[config.mk]
export PLATFORM = sky130hd
export DESIGN_NAME = hex_display_scan_flat
export DESIGN_NICKNAME = d
export VERILOG_FILES = /design/src/rtl/hex_display_scan_if.sv /design/src/rtl/hex_display_scan.sv /design/src/flat_wrapper.sv
export SDC_FILE = /design/constraint.sdc
export NUM_CORES = 1
export LEC_CHECK = 0
export ABC_CLOCK_PERIOD_IN_PS = 5600
export CORE_MARGIN = 2
export CORE_UTILIZATION = 55
export DETAILED_ROUTE_END_ITERATION = 10
export PLACE_DENSITY = 0.87
export SKIP_CTS_REPAIR_TIMING = 1
export SYNTH_ARGS = -nofsm -noshare
export SYNTH_HDL_FRONTEND = slang
export SYNTH_SLANG_ARGS = --single-unit
[constraint.sdc]
create_clock -name clk -period 5.6 [get_ports clk]
set_clock_uncertainty 0.1 [all_clocks]
set_input_delay 1.12 -clock clk [delete_from_list [all_inputs] [get_ports clk]]
set_output_delay 1.12 -clock clk [all_outputs]
set_load 0.02 [all_outputs]
[src/rtl/hex_display_scan_if.sv]
// Display-side bundle for hex_display_scan: register-mapped inputs
// and the segment/digit pin outputs.
interface hex_display_scan_if #(
    parameter int NUM_DIGITS = 4,
    parameter int BRIGHT_W   = 4
);
    logic [4*NUM_DIGITS-1:0] value;
    logic [NUM_DIGITS-1:0]   dp;
    logic                    load;
    logic                    enable;
    logic [BRIGHT_W-1:0]     brightness;
    logic [6:0]              segment;
    logic                    dp_out;
    logic [NUM_DIGITS-1:0]   omask;
    logic                    frame_start;
    logic                    pending;

    modport master (
        output value, dp, load, enable, brightness,
        input  segment, dp_out, omask, frame_start, pending
    );

    modport slave (
        input  value, dp, load, enable, brightness,
        output segment, dp_out, omask, frame_start, pending
    );
endinterface

[src/rtl/hex_display_scan.sv]
// N-digit multiplexed 7-seg hex driver: double-buffered load, PWM, ghost guard.
// Define HEXDISP_LZB_EN to enable leading-zero blanking.
module hex_display_scan #(
    parameter int NUM_DIGITS = 4,
    parameter int SLOT_W     = 16,
    parameter int BRIGHT_W   = 4
) (
    input  logic              clk,
    input  logic              reset_n,
    hex_display_scan_if.slave bus
);
    localparam int DIG_W = (NUM_DIGITS > 1) ? $clog2(NUM_DIGITS) : 1;
    localparam logic [DIG_W-1:0] DIG_LAST = DIG_W'(NUM_DIGITS - 1);

    typedef enum logic [1:0] {PH_GUARD, PH_ON, PH_OFF} phase_e;

    logic [SLOT_W-1:0]          cnt_q, cnt_d;
    logic [DIG_W-1:0]           dig_q, dig_d;
    logic [NUM_DIGITS-1:0][3:0] disp_q, disp_d;
    logic [NUM_DIGITS-1:0][3:0] shadow_q, shadow_d;
    logic [NUM_DIGITS-1:0]      disp_dp_q, disp_dp_d;
    logic [NUM_DIGITS-1:0]      shadow_dp_q, shadow_dp_d;
    logic                       pending_q, pending_d;
    logic [6:0]                 seg_q, seg_d;
    logic                       dpo_q, dpo_d;
    logic [NUM_DIGITS-1:0]      omask_q, omask_d;
    logic                       fs_q, fs_d;

    logic [BRIGHT_W-1:0] sub;
    logic                slot_end;
    logic                boundary;
    logic                lead_zero;
    logic [3:0]          nib;
    phase_e              phase;

    function automatic logic [6:0] glyph(input logic [3:0] n);
        logic [6:0] g;
        unique case (n)
            4'h0: g = 7'h3F;
            4'h1: g = 7'h06;
            4'h2: g = 7'h5B;
            4'h3: g = 7'h4F;
            4'h4: g = 7'h66;
            4'h5: g = 7'h6D;
            4'h6: g = 7'h7D;
            4'h7: g = 7'h07;
            4'h8: g = 7'h7F;
            4'h9: g = 7'h6F;
            4'hA: g = 7'h77;
            4'hB: g = 7'h7C;
            4'hC: g = 7'h39;
            4'hD: g = 7'h5E;
            4'hE: g = 7'h79;
            4'hF: g = 7'h71;
        endcase
        return g;
    endfunction

    assign sub      = cnt_q[SLOT_W-1 -: BRIGHT_W];
    assign slot_end = &cnt_q;
    assign boundary = slot_end && (dig_q == DIG_LAST);
    assign nib      = disp_q[dig_q];

    // Subslice 0 is always dark so the previous digit's select can settle.
    always_comb begin
        phase = PH_OFF;
        unique case (1'b1)
            (sub == '0):
                phase = PH_GUARD;
            (sub != '0 && sub <= bus.brightness):
                phase = PH_ON;
            (sub > bus.brightness):
                phase = PH_OFF;
            default:
                phase = PH_OFF;
        endcase
    end

`ifdef HEXDISP_LZB_EN
    logic [NUM_DIGITS-1:0] lz;

    // lz[i]: digit i and everything above it are zero with no dp set.
    always_comb begin : lzb
        logic z;
        z  = 1'b1;
        lz = '0;
        for (int i = NUM_DIGITS - 1; i >= 0; i--) begin
            z     = z & (disp_q[i] == 4'h0) & ~disp_dp_q[i];
            lz[i] = z;
        end
        lead_zero = (dig_q != '0) && lz[dig_q];
    end
`else
    assign lead_zero = 1'b0;
`endif

    always_comb begin
        cnt_d       = cnt_q + 1'b1;
        dig_d       = dig_q;
        disp_d      = disp_q;
        disp_dp_d   = disp_dp_q;
        shadow_d    = shadow_q;
        shadow_dp_d = shadow_dp_q;
        pending_d   = pending_q;
        seg_d       = '0;
        dpo_d       = 1'b0;
        omask_d     = '1;
        fs_d        = (dig_q == '0) && (cnt_q == '0);

        if (slot_end) begin
            dig_d = (dig_q == DIG_LAST) ? '0 : dig_q + 1'b1;
        end

        // A load on the boundary bypasses the shadow stage.
        if (bus.load && boundary) begin
            disp_d      = bus.value;
            disp_dp_d   = bus.dp;
            shadow_d    = bus.value;
            shadow_dp_d = bus.dp;
            pending_d   = 1'b0;
        end else if (bus.load) begin
            shadow_d    = bus.value;
            shadow_dp_d = bus.dp;
            pending_d   = 1'b1;
        end else if (boundary && pending_q) begin
            disp_d    = shadow_q;
            disp_dp_d = shadow_dp_q;
            pending_d = 1'b0;
        end

        if (bus.enable && phase == PH_ON && !lead_zero) begin
            omask_d = ~(NUM_DIGITS'(1) << dig_q);
            seg_d   = glyph(nib);
            dpo_d   = disp_dp_q[dig_q];
        end
    end

    always_ff @(posedge clk or negedge reset_n) begin
        if (!reset_n) begin
            cnt_q       <= '0;
            dig_q       <= '0;
            disp_q      <= '0;
            disp_dp_q   <= '0;
            shadow_q    <= '0;
            shadow_dp_q <= '0;
            pending_q   <= 1'b0;
            seg_q       <= '0;
            dpo_q       <= 1'b0;
            omask_q     <= '1;
            fs_q        <= 1'b0;
        end else begin
            cnt_q       <= cnt_d;
            dig_q       <= dig_d;
            disp_q      <= disp_d;
            disp_dp_q   <= disp_dp_d;
            shadow_q    <= shadow_d;
            shadow_dp_q <= shadow_dp_d;
            pending_q   <= pending_d;
            seg_q       <= seg_d;
            dpo_q       <= dpo_d;
            omask_q     <= omask_d;
            fs_q        <= fs_d;
        end
    end

    assign bus.segment     = seg_q;
    assign bus.dp_out      = dpo_q;
    assign bus.omask       = omask_q;
    assign bus.frame_start = fs_q;
    assign bus.pending     = pending_q;
endmodule

[src/flat_wrapper.sv]
// flat-port wrapper written by rule: the top's interface ports become plain ports
module hex_display_scan_flat 
#(
    parameter int NUM_DIGITS = 4,
    parameter int SLOT_W     = 16,
    parameter int BRIGHT_W   = 4
)
  (clk, reset_n, bus_value, bus_dp, bus_load, bus_enable, bus_brightness, bus_segment, bus_dp_out, bus_omask, bus_frame_start, bus_pending);
  hex_display_scan_if #(.NUM_DIGITS(NUM_DIGITS), .BRIGHT_W(BRIGHT_W)) bus_i ();
  input  logic clk;
  input  logic reset_n;
  input wire logic [$bits(bus_i.value)-1:0] bus_value;
  input wire logic [$bits(bus_i.dp)-1:0] bus_dp;
  input wire logic [$bits(bus_i.load)-1:0] bus_load;
  input wire logic [$bits(bus_i.enable)-1:0] bus_enable;
  input wire logic [$bits(bus_i.brightness)-1:0] bus_brightness;
  output wire logic [$bits(bus_i.segment)-1:0] bus_segment;
  output wire logic [$bits(bus_i.dp_out)-1:0] bus_dp_out;
  output wire logic [$bits(bus_i.omask)-1:0] bus_omask;
  output wire logic [$bits(bus_i.frame_start)-1:0] bus_frame_start;
  output wire logic [$bits(bus_i.pending)-1:0] bus_pending;
  assign bus_i.value = bus_value;
  assign bus_i.dp = bus_dp;
  assign bus_i.load = bus_load;
  assign bus_i.enable = bus_enable;
  assign bus_i.brightness = bus_brightness;
  assign bus_segment = bus_i.segment;
  assign bus_dp_out = bus_i.dp_out;
  assign bus_omask = bus_i.omask;
  assign bus_frame_start = bus_i.frame_start;
  assign bus_pending = bus_i.pending;
  hex_display_scan #(.NUM_DIGITS(NUM_DIGITS), .SLOT_W(SLOT_W), .BRIGHT_W(BRIGHT_W)) u_core (.clk(clk), .reset_n(reset_n), .bus(bus_i));
endmodule
---- Word level (Yosys, flattened, before mapping) ----
Memories as Yosys holds them, arrays and structs flattened.
Cells that the tools add are included.
operators by class
  $add $sub $neg .......................... 2
  shift-type cells ........................ 1
  $lt $le $gt $ge ......................... 2
  divide/modulo/power cells ............... 0
  reduce and logical (&&, ||, !) cells .... 15
  eq/ne operators ......................... 3
  multiplexer cells ....................... 22
  $mul .................................... 0
  bitwise gates (word level) .............. 1
operator list
  kind                   number
  $mux 16                5
  $mux 4                 7
  $add 16x1->16 const B  1
  $logic_not 16->1       1
  $reduce_and 16->1      1
  $bmux 4 s2             1
  $mux 7                 1
  $logic_and 1x1->1      6
  $mux 1                 5
  $le 4x4->1             1
  $logic_not 4->1        1
  $not 4->4              1
  $pmux 2 s2             1
  $reduce_bool 2->1      2
  $reduce_bool 4->1      1
  $shl 1x2->4 const A    1
  $lt 2x3->1 const B     1
  $reduce_bool 3->1      1
  $add 2x1->2 const B    1
  $bmux 1 s2             1
  $eq 2x1->1 const B     1
  $eq 2x2->1 const B     1
  $logic_not 2->1        1
  $mux 2                 1
  2 further kinds        2
word-level totals
  memory bits (read-only) ................. 112
  register bits ........................... 72
  latch bits .............................. 0
  output and inout bits ................... 14
  bits in writable memories ............... 0
  logic and storage cells ................. 64
  memories kept ........................... 1
memory list
  memory            words  bits a word  read ports  clocked after Yosys merged registers in  wr ports  RTL line                RTL
  (name not given)  16     7            1           0                                        0         hex_display_scan.sv:38  unique case (n)

---- Depth between registers and ports, before layout ----
  depth in word-level cells ............... 6
  depth in mapped cells ................... 7

---- Least setup slack after synthesis ----
Ideal clock, no wire load.
  kind .................................... in2reg
  start ................................... input port bus_load
  end ..................................... register u_core.shadow_dp_q[0]
  data required time ...................... 5375 ps
  arrival ................................. 2274 ps
  stages .................................. 4
  path slack .............................. 3101 ps
  cells stage by stage .................... clkbuf_1 > buf_2 > buf_1 > mux2_2
between the ends
  cells in the longest elaborated chain, start to end .. 2
  elaborated cells on any way between the ends .. 3
RTL lines
  what                                                RTL line                 RTL
  from (decl)                                         flat_wrapper.sv:14       input wire logic [$bits(bus_i.load)-1:0] bus_load;
  $logic_and 1x1->1                                   hex_display_scan.sv:115  if (bus.load && boundary) begin
  $mux 4 / $reduce_bool 2->1 (equally long branches)  -
  to (signal assigned)                                hex_display_scan.sv:157  shadow_dp_q <= shadow_dp_d;
  to (decl)                                           hex_display_scan.sv:22   logic [NUM_DIGITS-1:0] shadow_dp_q, shadow_dp_d;
Several ways; a longest one is shown, not always the timed one.
A chain may end at the register's enable or synchronous reset.

---- Worst setup path after layout ----
  start ................................... input port bus_load
  end ..................................... register u_core.disp_q[9] (netlist bit)
between the ends
  cells in the longest elaborated chain, start to end .. 3
  elaborated cells on any way between the ends .. 5
RTL lines
  what                                                                     RTL line                 RTL
  $logic_and 1x1->1                                                        hex_display_scan.sv:115
  $ne 2x1->1 (no source line) / $reduce_bool 2->1 (equally long branches)  -
  $reduce_and 2->1 (no source line)                                        -
  to (signal assigned)                                                     hex_display_scan.sv:154  disp_q <= disp_d;
  to (decl)                                                                hex_display_scan.sv:19   logic [NUM_DIGITS-1:0][3:0] disp_q, disp_d;
Several ways; a longest one is shown, not always the timed one.

==> out/metrics.cfg <==
[run_status]
outcome = finished, final reports clean

[setup_path]
worstPathArrival_ns = 3.05
cpMostUsedCell = buf_4
critical_path.cell_chain = clkdlybuf4s50_1 > buf_4 > nor2_1 > nor4b_4 > buf_4 > mux2_4
crit_type = in2reg
cp.required_ns = 5.73
critical_path_peak_fanout = 34
slowest_delay_ns = 0.45
critPathBufInv = 3
cpMaxStageDelayCell = clkdlybuf4s50_1
cp-end-kind = flop
start_kind = input pin
critPathTopFamily = buffers and inverters

[power_and_ir_drop]
clock_power_share_pct = 38.0
power.total_uw = 980.3
leakage_uw = 0.001918
swShare_pct = 24.12
intPower_uw = 743.8
combPwrFrac_pct = 6.9
p_seq_share_pct = 55.1
cellPowerDensity_nw_per_um2 = 229.0
ir_worst_vdd_uv = 144.5
power.switching_uw = 236.4

[cts]
cts.sinks = 72
path_clk_slew_ns = 0.07
clock-root-buffer = clkbuf_8
cts_buffers = 9
cts_tree = yes
clk_latency_ns = 0.35
htree_levels = 3
clockBufferDepth = 2

[sta]
timing.slew.headroom_pct = 41.93
tns_ns = 0
hold_slack_ns = 0.3724
fmax_mhz = 341.7
setup_viol = 0
rsz0062_at_grt = no
worst_pin_slew_ns = 0.8711
period_needed_ns = 2.927
fin_crit_sh_pct = 52.26
slew_violations = 0
final-hold-violation-count = 0

[yosys]
yosysSeqAreaShare_pct = 49.50
synth_top_area_share_pct = 46.62
synth.avg_cell_area_um2 = 12.33
synth_cell_types = 47
ys_top_cells_by_area = dfrtp_1 47%, mux2_4 8.2%, mux2_2 6.8%, ha_1 5.5%, mux4_2 3.1%
ys_seq_elements = 72
ys_warn_count = 0
synth_area_um2 = 3650
synth_fp_nets = 340
synthCells = 296
synth_top_area_cell = dfrtp_1

[min_path]
min_path_type = reg2reg

[route]
drt_iter0_drc = 73
vias = 2325
wire_per_inst_um = 15.16
final_antenna_net_count = 0
vias_per_cell = 5.523
route.detailed.drc = 0
routed_wl_um = 6382
drtPass1Iterations = 4

[global_route]
overflow = 0
antenna_found_initial = 0
grt_pass1_vias = 2294
track_usage_pct = 19.49
grt_max_degree = 73
grt_pass1_wl_um = 10890

[placement]
place_congestion = 0.8282
dp_hpwl_um = 4512
dp_cells = 405
io_buffers = 41

[die]
dieHeight_um = 85.46
start_util_pct = 57.15
die-area_um2 = 7303
core_um2 = 6386
io_pins = 42
row_count = 29
die_w_um = 85.46

[finish]
areaGrowthSynthToFinish_pct = 17.28
layout_commonest_cell = dfrtp_1
final_cell_count_no_fill = 421
antenna_cells = 0
final_cell_mix = 68 x dfrtp_1, 40 x clkdlybuf4s50_1, 24 x inv_1
drive_above_1_share_pct = 22.09
final_nets = 383

[run]
drv_cap = 0

## state kept, by name (all words and copies together), names as in the netlist
register,cells
u_core.bus.dp_out,1
u_core.dig_q,2
u_core.bus.segment,7
u_core.bus.omask,4
u_core.bus.frame_start,1
u_core.disp_dp_q,4
u_core.disp_q,16
u_core.shadow_dp_q,4
u_core.bus.pending,1
u_core.shadow_q,16
u_core.cnt_q,16
## worst paths after layout
path                                  from               endpoint  slack, ns  cells after the start
min reg2reg                u_core.cnt_q[0]        u_core.cnt_q[0]       0.37                      1
max                               bus_load       u_core.disp_q[9]       2.67                      6
max in group asynchronous          reset_n        u_core.cnt_q[3]       3.96                      2
min                        u_core.cnt_q[0]        u_core.cnt_q[0]       0.37                      1
max reg2reg                u_core.dig_q[0]  u_core.bus.segment[1]       3.14                      6
min in group asynchronous          reset_n    u_core.shadow_q[14]       0.86                      2
## area by class of cell
class	count	area, um2
clock buffers	10	137.6
clock inverters	6	45.04
fillers	480	2106
inverters	24	90.09
multi-input cells	188	1677
flip-flops and latches	72	1807
well taps	77	96.34
repair buffers	44	427.9
## power by group through the flow
stage / combinational [uW] / clock (uW) / sequential (uW)
after floorplan: 32.1 / 0 / 548
after global placement: 66.2 / 0 / 549
after detailed placement: 69.2 / 0 / 550
after CTS: 69.4 / 382 / 540
after global routing: 75.9 / 402 / 542
final: 67.9 / 372 / 540
## per-stage QoR
stage | setup WS [ns] | area [um2] | utilization [%]
3_3_place_gp | 2.339 | 4098 | 64.17
4_1_cts | 2.680 | 4280 | 67.03
3_5_place_dp | 2.308 | 4098 | 64.17
2_1_floorplan | 3.101 | 3650 | -
5_1_grt | 2.592 | 4280 | 67.03
6_report | 2.673 | 4280 | 67.03
## cells by family after synthesis
logic type / share of synthesized area [%]
AO/OA/AOI/OAI: 4.491
AND/OR/NAND/NOR: 10.94
XOR/XNOR: 3.839
adder cells (fa/ha/maj): 5.485
buffers and inverters: 4.560
multiplexers: 21.19
flip-flops: 49.50
## synthesized netlist by cell type (all sizes together)
| library cell | n |
|---|---|
| dfrtp | 68 |
| mux2 | 44 |
| inv | 24 |
| nor2 | 24 |
| ha | 16 |
| a21oi | 14 |
| nand2 | 13 |
| xnor2 | 11 |
| buf | 10 |
| mux2i | 9 |
| nand3 | 6 |
| nor3 | 6 |
| and4 | 5 |
| mux4 | 5 |
| xor2 | 5 |
| dfstp | 4 |
| nand4 | 4 |
| and2 | 3 |
| o22ai | 3 |
| clkbuf | 2 |
| nor3b | 2 |
| nor4b | 2 |
| o21ai | 2 |
| a211o | 1 |
| a211oi | 1 |
| a22oi | 1 |
| a311oi | 1 |
| a31oi | 1 |
| a41oi | 1 |
| and3 | 1 |
| nand4b | 1 |
| nor4 | 1 |
| o211a | 1 |
| o211ai | 1 |
| or2 | 1 |
| or4 | 1 |
| or4b | 1 |
## per-layer routing
layer | global-route usage (%) | wire length (um) | share of wire [%] | vias to the layer above
met4 | 11.69 | 206 | 3.2 | 0
met1 | 24.71 | 2832 | 44 | 1135
met3 | 3.891 | 250 | 3.9 | 18
li1 | - | - | - | 1120
met2 | 30.97 | 3092 | 48 | 52
met5 | 0 | 0 | 0 | -
(Power assumes the default switching activity.)
